[src/rtl/image_buffer.sv]
// rtl/image_buffer.sv - dual-port image buffer with a hardware clear sequencer
// Optional write-collision flag port COLL: define IMAGE_BUFFER_COLL_FLAG_EN.
module image_buffer #(
    parameter int A_W = 5,
    parameter int D_W = 1
) (
    input  logic           CLK,
    input  logic           RST_N,
    input  logic [A_W-1:0] A_0,
    input  logic [D_W-1:0] DI_0,
    input  logic           WE_0,
    output logic [D_W-1:0] DQ_0,
    input  logic [A_W-1:0] A_1,
    input  logic [D_W-1:0] DI_1,
    input  logic           WE_1,
    output logic [D_W-1:0] DQ_1,
    input  logic           CLR,
`ifdef IMAGE_BUFFER_COLL_FLAG_EN
    output logic           COLL,
`endif
    output logic           RDY
);
    typedef enum logic {IDLE = 1'b0, CLEAR = 1'b1} state_t;

    state_t         state;
    state_t         state_nxt;
    logic [A_W-1:0] clr_cnt;
    logic [D_W-1:0] mem [0:(2**A_W)-1];
    logic           acc;
    logic           same_addr;
    logic           wr0;
    logic           wr1;
    logic [A_W-1:0] wa0;
    logic [D_W-1:0] wd0;

    // Reset lands in CLEAR so the array is zeroed before the first access.
    always_ff @(posedge CLK or negedge RST_N) begin
        if (!RST_N) begin
            state   <= CLEAR;
            clr_cnt <= '0;
        end else begin
            state <= state_nxt;
            if (state == CLEAR) begin
                clr_cnt <= clr_cnt + A_W'(1);
            end
        end
    end

    always_comb begin
        state_nxt = state;
        case (state)
            IDLE:    if (CLR) state_nxt = CLEAR;
            CLEAR:   if (&clr_cnt) state_nxt = IDLE;
            default: state_nxt = CLEAR;
        endcase
    end

    // The clear sequencer borrows the port-0 write path.
    always_comb begin
        RDY       = (state == IDLE);
        acc       = (state == IDLE) && !CLR;
        same_addr = (A_0 == A_1);
        wr0       = acc && WE_0;
        wr1       = acc && WE_1 && !(WE_0 && same_addr);
        wa0       = A_0;
        wd0       = DI_0;
        if (state == CLEAR) begin
            wr0 = 1'b1;
            wa0 = clr_cnt;
            wd0 = '0;
        end
    end

    always_ff @(posedge CLK) begin
        if (wr0) begin
            mem[wa0] <= wd0;
        end
        if (wr1) begin
            mem[A_1] <= DI_1;
        end
    end

    // Read data is forced to zero from the CLR edge until the clear completes.
    always_ff @(posedge CLK or negedge RST_N) begin
        if (!RST_N) begin
            DQ_0 <= '0;
            DQ_1 <= '0;
        end else if (acc) begin
            DQ_0 <= mem[A_0];
            DQ_1 <= mem[A_1];
        end else begin
            DQ_0 <= '0;
            DQ_1 <= '0;
        end
    end

`ifdef IMAGE_BUFFER_COLL_FLAG_EN
    always_ff @(posedge CLK or negedge RST_N) begin
        if (!RST_N) begin
            COLL <= 1'b0;
        end else begin
            COLL <= acc && WE_0 && WE_1 && same_addr;
        end
    end
`endif

endmodule

[config.mk]
export PLATFORM = sky130hd
export DESIGN_NAME = image_buffer
export DESIGN_NICKNAME = d
export VERILOG_FILES = /design/src/rtl/image_buffer.sv
export SDC_FILE = /design/constraint.sdc
export NUM_CORES = 1
export LEC_CHECK = 0
export CORE_MARGIN = 1.5
export CORE_UTILIZATION = 39
export DETAILED_ROUTE_END_ITERATION = 7
export HOLD_SLACK_MARGIN = 0.02
export MAX_ROUTING_LAYER = met4
export PLACE_DENSITY = 0.52
export SKIP_CTS_REPAIR_TIMING = 1
export SLEW_MARGIN = 40
export SYNTH_ARGS = -nofsm -noshare
export SYNTH_HDL_FRONTEND = slang
export SYNTH_SLANG_ARGS = --single-unit
export TNS_END_PERCENT = 5
[constraint.sdc]
create_clock -name CLK -period 2.3 [get_ports CLK]
set_input_delay 0.46 -clock CLK [delete_from_list [all_inputs] [get_ports CLK]]
set_output_delay 0.46 -clock CLK [all_outputs]
set_load 0.005 [all_outputs]
==> flow_summary.toml, run 1 <==
[run_status]
status = "finished, final reports clean"

[global_routing]
grt.met1_usage_pct = 30.0
grt_max_degree = 33
met2_usage_pct = 36.8
grt_pass1_wl_mm = 13.9
grt_antenna_before_repair = 0
grt_pass1_vias = 2526
grt_overflow = 0
grt_use_met3_pct = 3.20
busiest_layer = "met2"
track_usage_pct = 22.7

[clocking]
cts_buffers = 5
clock_latency_ns = 0.30
clk_path_buf_depth = 2
h-tree-depth = 2
cts-root-buf = "clkbuf_8"
cts_tree = "done"
clk_pin_slew_ns = 0.08
clkSinkCount = 40

[sta]
hold_viol_final = 0
whs_ns = 0.431
period_share_pct = 98.5
setup_violations = 0
slew_headroom_pct = 64.5
drv_slew = 0
rsz0062_at_grt = "true"
clock_skew_ns = 0.00476
max_clock_freq_mhz = 441
finalSetupTns_ns = 0
worst_slack_ns = 0.0343
tightest_slew_ns = 0.533
fin_crit_ns = 2.27

[logic_synthesis]
syn_inst = 281
synthFlopType = "edfxtp_1"
synth_nets = 300
syn_area_um2 = 3120
synth_top_area_share_pct = 30.8
synth_edf_count = 32
ys_seq_area_share_pct = 37.2
yosysWarnings = 0
synth_area_leader_cell = "edfxtp_1"
synth-seq-cells = 40
ys_types = 58
syn_area_per_cell_um2 = 11.1
synthTopCellsByArea = "edfxtp_1 (31%), mux4_2 (11%), mux2_2 (9.4%), dfrtp_1 (5.6%), nand2_1 (3.6%)"
async_flop_share_pct = 20.0
synth_top_cells_by_count = "edfxtp_1 (32), nand2_1 (30), mux2_2 (26)"
yosysMostFrequentCell = "edfxtp_1"

[floorplan]
dieHeight_um = 92.5
ios = 20
num_rows = 32
dieArea_um2 = 8550
die_w_um = 92.5
coreArea_um2 = 7730
start_util_pct = 40.4

[worst_setup_path]
start_kind = "primary input"
worst_setup_path_end_kind = "flip-flop"
worstPathRequired_ns = 2.35
cp.arrival_ns = 2.32
worstSetupPathType = "primary input to flip-flop"
worstPathMaxFanout = 9

[flow_run]
cap_violations = 0

[finish]
final_area_um2 = 3800
post-route-util_pct = 49.2
instances_no_fill = 440
drive_gt1_share_pct = 37.6
fill_cells = 730
fin_nets = 356
insertedDiodeCount = 0
area_growth_pct = 21.8

[drt]
wire_per_inst_um = 20.4
vias = 2509
drt-initial-drc-count = 134
drc = 0
drtPass1Iterations = 4
via_per_inst = 5.70
drtAntennaViolNets = 0
drt_wl_total_mm = 8.99

[power_and_ir_drop]
p_leak_nw = 1.50
ir_drop_v = 0.000292
power.density_nw_per_um2 = 735
p_total_mw = 2.79

[place]
dpl.hpwl_mm = 6.75
post-place-ws_ns = -0.387
placed_cells_incl_taps = 431
gp_congestion = 0.832
placed_area_um2 = 3680
port_buffers = 19

[min_path]
hp-class = "primary input to asynchronous set/reset pin"
-- cell families (layout without fill, tap and decap cells) --
family / count (synthesis) / count (layout) / synth area share (%)
AOI/OAI and AO/OA: 47 / 47 / 9.94
xor gates and xnor gates: 8 / 8 / 2.49
adders and majority gates: 2 / 2 / 0.801
and+or+nand+nor: 103 / 103 / 18.0
muxes: 53 / 53 / 25.1
buffers and inverters: 28 / 85 / 6.41
DFF: 40 / 40 / 37.2
-- final cells by class --
class | count | area [um^2] | area share [%]
timing repair buffer | 73 | 623 | 16.4
sequential | 40 | 1160 | 30.6
clock inverter | 1 | 5.00 | 0.132
inverter | 4 | 15.0 | 0.395
tap | 102 | 128 | 3.36
clock buffer | 7 | 76.3 | 2.01
multi-input combinational | 213 | 1790 | 47.2
-- sequential cells by signal, indices dropped and copies added (netlist names) --
register,cells
state,1
clr_cnt,5
mem,32
DQ_1,1
DQ_0,1
-- worst paths after layout --
kind	endpoint	start	depth (start not counted)	slack [ns]
worst max-delay path	mem[10]$_DFFE_PP_	A_0[3]	7	0.03
worst min-delay path	clr_cnt[2]$_DFFE_PN0P_	RST_N	1	0.43
worst max register to register	mem[10]$_DFFE_PP_	state$_DFF_PN1_	6	0.33
worst min register to register	clr_cnt[2]$_DFFE_PN0P_	clr_cnt[2]$_DFFE_PN0P_	1	0.59
max in group asynchronous	state$_DFF_PN1_	RST_N	1	1.56
min in group CLK	clr_cnt[2]$_DFFE_PN0P_	clr_cnt[2]$_DFFE_PN0P_	1	0.59
-- placed cells by master, fill, tap and decap left out, types with 6 or more instances in the layout --
| cell type | synthesis | final |
|---|---|---|
| a21o_1 | 7 | 7 |
| buf_4 | 4 | 52 |
| clkdlybuf4s50_1 | 0 | 18 |
| dfrtp_1 | 7 | 7 |
| edfxtp_1 | 32 | 32 |
| mux2_1 | 6 | 6 |
| mux2_2 | 26 | 26 |
| mux4_2 | 15 | 15 |
| nand2_1 | 30 | 28 |
| nand3_1 | 22 | 22 |
| nor2_1 | 11 | 10 |
| nor3_2 | 7 | 7 |
| o21ai_0 | 15 | 14 |
-- critical path, cell delays in order --
cell,delay (ns)
clkdlybuf4s50_1,0.52
xor2_1,0.26
nor4_4,0.09
a31o_1,0.22
buf_4,0.20
nor3_2,0.26
mux2_4,0.32
-- report_power, final --
group | internal (mW) | leakage [nW] | switching (mW)
clock network | 0.214 | 0.0422 | 0.259
registers | 0.945 | 0.395 | 0.131
logic | 0.577 | 1.06 | 0.669
-- per-layer routing --
metal | vias up | routed length [um] | part of all wire, %
li1 | 1185 | - | -
met1 | 1225 | 3970 | 44
met2 | 81 | 4350 | 48
met3 | 18 | 541 | 6.0
met4 | 0 | 124 | 1.4
met5 | - | 0 | 0
Power figures use the tool's default switching activity.
==> inputs of run 2 (changes only) <==
--- a/config.mk
+++ b/config.mk
@@ -5,12 +5,14 @@
 export SDC_FILE = /design/constraint.sdc
 export NUM_CORES = 1
 export LEC_CHECK = 0
+export CELL_PAD_IN_SITES_DETAIL_PLACEMENT = 1
+export CELL_PAD_IN_SITES_GLOBAL_PLACEMENT = 1
 export CORE_MARGIN = 1.5
 export CORE_UTILIZATION = 39
 export DETAILED_ROUTE_END_ITERATION = 7
 export HOLD_SLACK_MARGIN = 0.02
 export MAX_ROUTING_LAYER = met4
-export PLACE_DENSITY = 0.52
+export PLACE_DENSITY = 0.63
 export SKIP_CTS_REPAIR_TIMING = 1
 export SLEW_MARGIN = 40
 export SYNTH_ARGS = -nofsm -noshare
==> run 2 against run 1 <==
Cell area increased by 0.89%. Non-clock buffer count unchanged. Clock-buffer cell count decreased by 1. Core utilization increased by 0.44 points. Die area unchanged. Setup slack improved by 0.025 ns. Highest routed layer unchanged. Largest cell class unchanged. Sequential share of layout area decreased by 0.27 points. Hold slack improved by 0.016 ns. Sequential power about the same. First-iteration DRC count decreased by 13%.
==> flow_summary.toml, run 2 (synthesis results as in run 1) <==
[run_status]
status = "finished, final reports clean"

[power_and_ir_drop]
p_leak_nw = 1.51
power.density_nw_per_um2 = 759
p_seq_share_pct = 37.2
intPower_mw = 1.80
p_clk_share_pct = 15.9
switching_share_pct = 38.3
combPwrFrac_pct = 46.8
p_sw_mw = 1.11
ir_drop_v = 0.000237

[worst_setup_path]
crit_cells = 7
worstPathMaxFanout = 10
cp.arrival_ns = 2.29
reg2reg_depth = 5
ff2ff_setup_slack_ns = 0.29
timing.rr.start = "state$_DFF_PN1_"
path_delay_family = "buffers and inverters"
worst_setup_path_end_kind = "flip-flop"
worstSetupPathType = "primary input to flip-flop"
cp_slowest_stage_delay_ns = 0.51
cp_num_buf_inv = 2
r2r-end = "mem[0]$_DFFE_PP_"
cp_cell_sequence = "clkdlybuf4s50_1 -> xor2_1 -> nor4_4 -> a31o_1 -> buf_12 -> nor3_2 -> mux2_4"
worstPathRequired_ns = 2.35
start_kind = "primary input"
crit_slowest_cell = "clkdlybuf4s50_1"

[global_routing]
grt_pass1_wl_mm = 15.1
grt_overflow = 0
grt_use_met3_pct = 3.69
grt.met1_usage_pct = 31.4
grt_max_degree = 33
busiest_layer = "met2"
met2_usage_pct = 40.4
grt_pass1_vias = 2691
track_usage_pct = 24.3
grt_antenna_before_repair = 0

[drt]
wire_per_inst_um = 21.6
drtPass1Iterations = 4
drt-initial-drc-count = 117
drc = 0
drt_wl_total_mm = 9.47
via_per_inst = 5.65
drtAntennaViolNets = 0
vias = 2482

[finish]
final_area_um2 = 3840
largest-register = "mem"
insertedDiodeCount = 0
drive_gt1_share_pct = 38.0
multiInputGateArea_um2 = 1810
layout_commonest_cell = "buf_4"
reg.largest.list = "mem (32), clr_cnt (5)"
seqCellArea_um2 = 1160
instances_no_fill = 439
fill_cells = 852
area_growth_pct = 22.9
most-common-layout-cells = "buf_4 (50), edfxtp_1 (32), nand2_1 (30), mux2_2 (26), nand3_1 (22)"
fin_nets = 356
largest_register_ffs = 32

[place]
dpl.hpwl_mm = 7.01
port_buffers = 19
placed_cells_incl_taps = 432
gp_congestion = 0.850
placed_area_um2 = 3710

[floorplan]
start_util_pct = 40.4
ios = 20
die_w_um = 92.5
num_rows = 32
dieHeight_um = 92.5
coreArea_um2 = 7730
dieArea_um2 = 8550

[clocking]
cts_buffers = 5
clkSinkCount = 40
cts_tree = "done"
cts-root-buf = "clkbuf_8"
h-tree-depth = 2
clk_pin_slew_ns = 0.08
clk_path_buf_depth = 2
clock_latency_ns = 0.30

[sta]
tightest_slew_ns = 0.624
finalSetupTns_ns = 0
hold_viol_final = 0
period_share_pct = 97.4
setup_violations = 0
drv_slew = 0
slew_headroom_pct = 58.4
clock_skew_ns = 0.00864
fin_crit_ns = 2.24
max_clock_freq_mhz = 446
rsz0062_at_grt = "false"

[min_path]
hp-class = "primary input to asynchronous set/reset pin"

[flow_run]
cap_violations = 0
## run 2: cell types whose count changed in the layout (fill, tap and decap cells not counted), sizes merged
cell,before,now
clkbuf,7,6
## run 2: through the flow
stage	hold WS, ns	utilization (%)	setup slack [ns]	total power [mW]
floorplan	0.164	-	0.255	1.76
global placement	0.577	48.0	-0.319	2.40
detailed placement	0.595	48.0	-0.322	2.45
CTS	0.458	49.0	-0.0146	2.92
global route	0.457	49.7	0.000441	3.09
finish	0.446	49.7	0.0588	2.91
## run 2: how the worst max path moves through the flow
stage | from | endpoint | slack (ns)
after floorplan | A_0[4] | mem[2]$_DFFE_PP_ | 0.26
after global placement | A_1[0] | mem[23]$_DFFE_PP_ | -0.32
after detailed placement | A_0[1] | mem[20]$_DFFE_PP_ | -0.32
after CTS | A_0[1] | mem[20]$_DFFE_PP_ | -0.01
after global routing | A_0[1] | DQ_0$_DFF_PN0_ | 0.0004
final | A_1[0] | mem[10]$_DFFE_PP_ | 0.06
## run 2: per-layer routing
layer	part of all wire [%]	wire, um	vias up
li1	-	-	1182
met1	46	4320	1248
met2	50	4720	45
met3	3.3	309	7
met4	1.2	112	0
met5	0	0	-
## run 2: area by class of cell
| cell class | count | share of cell area [%] |
|---|---|---|
| Multi-Input combinational cell | 213 | 47.1 |
| Sequential cell | 40 | 30.3 |
| Timing Repair Buffer | 73 | 16.9 |
| Tap cell | 102 | 3.33 |
| Clock buffer | 6 | 1.89 |
| Inverter | 4 | 0.391 |
| Clock inverter | 1 | 0.130 |
## run 2: power by group through the flow
stage / registers (mW) / logic [mW] / clock network [mW]
2_1_floorplan: 1.02 / 0.740 / 0
3_3_place_gp: 1.09 / 1.32 / 0
3_5_place_dp: 1.10 / 1.35 / 0
4_1_cts: 1.08 / 1.36 / 0.477
5_1_grt: 1.10 / 1.48 / 0.511
6_report: 1.08 / 1.36 / 0.464
## run 2: worst register-to-register path, stage by stage, from the launching register on
cell,delay (ns)
dfstp_2,0.68
inv_1,0.16
o31ai_1,0.37
nand2_1,0.14
buf_4,0.18
o21ai_0,0.19
==> inputs of run 3 (changes only) <==
--- a/config.mk
+++ b/config.mk
@@ -10,7 +10,6 @@
 export CORE_MARGIN = 1.5
 export CORE_UTILIZATION = 39
 export DETAILED_ROUTE_END_ITERATION = 7
-export HOLD_SLACK_MARGIN = 0.02
 export MAX_ROUTING_LAYER = met4
 export PLACE_DENSITY = 0.63
 export SKIP_CTS_REPAIR_TIMING = 1
==> results of run 3 <==
The final DEF is identical to that of run 2; final timing and power are the same.
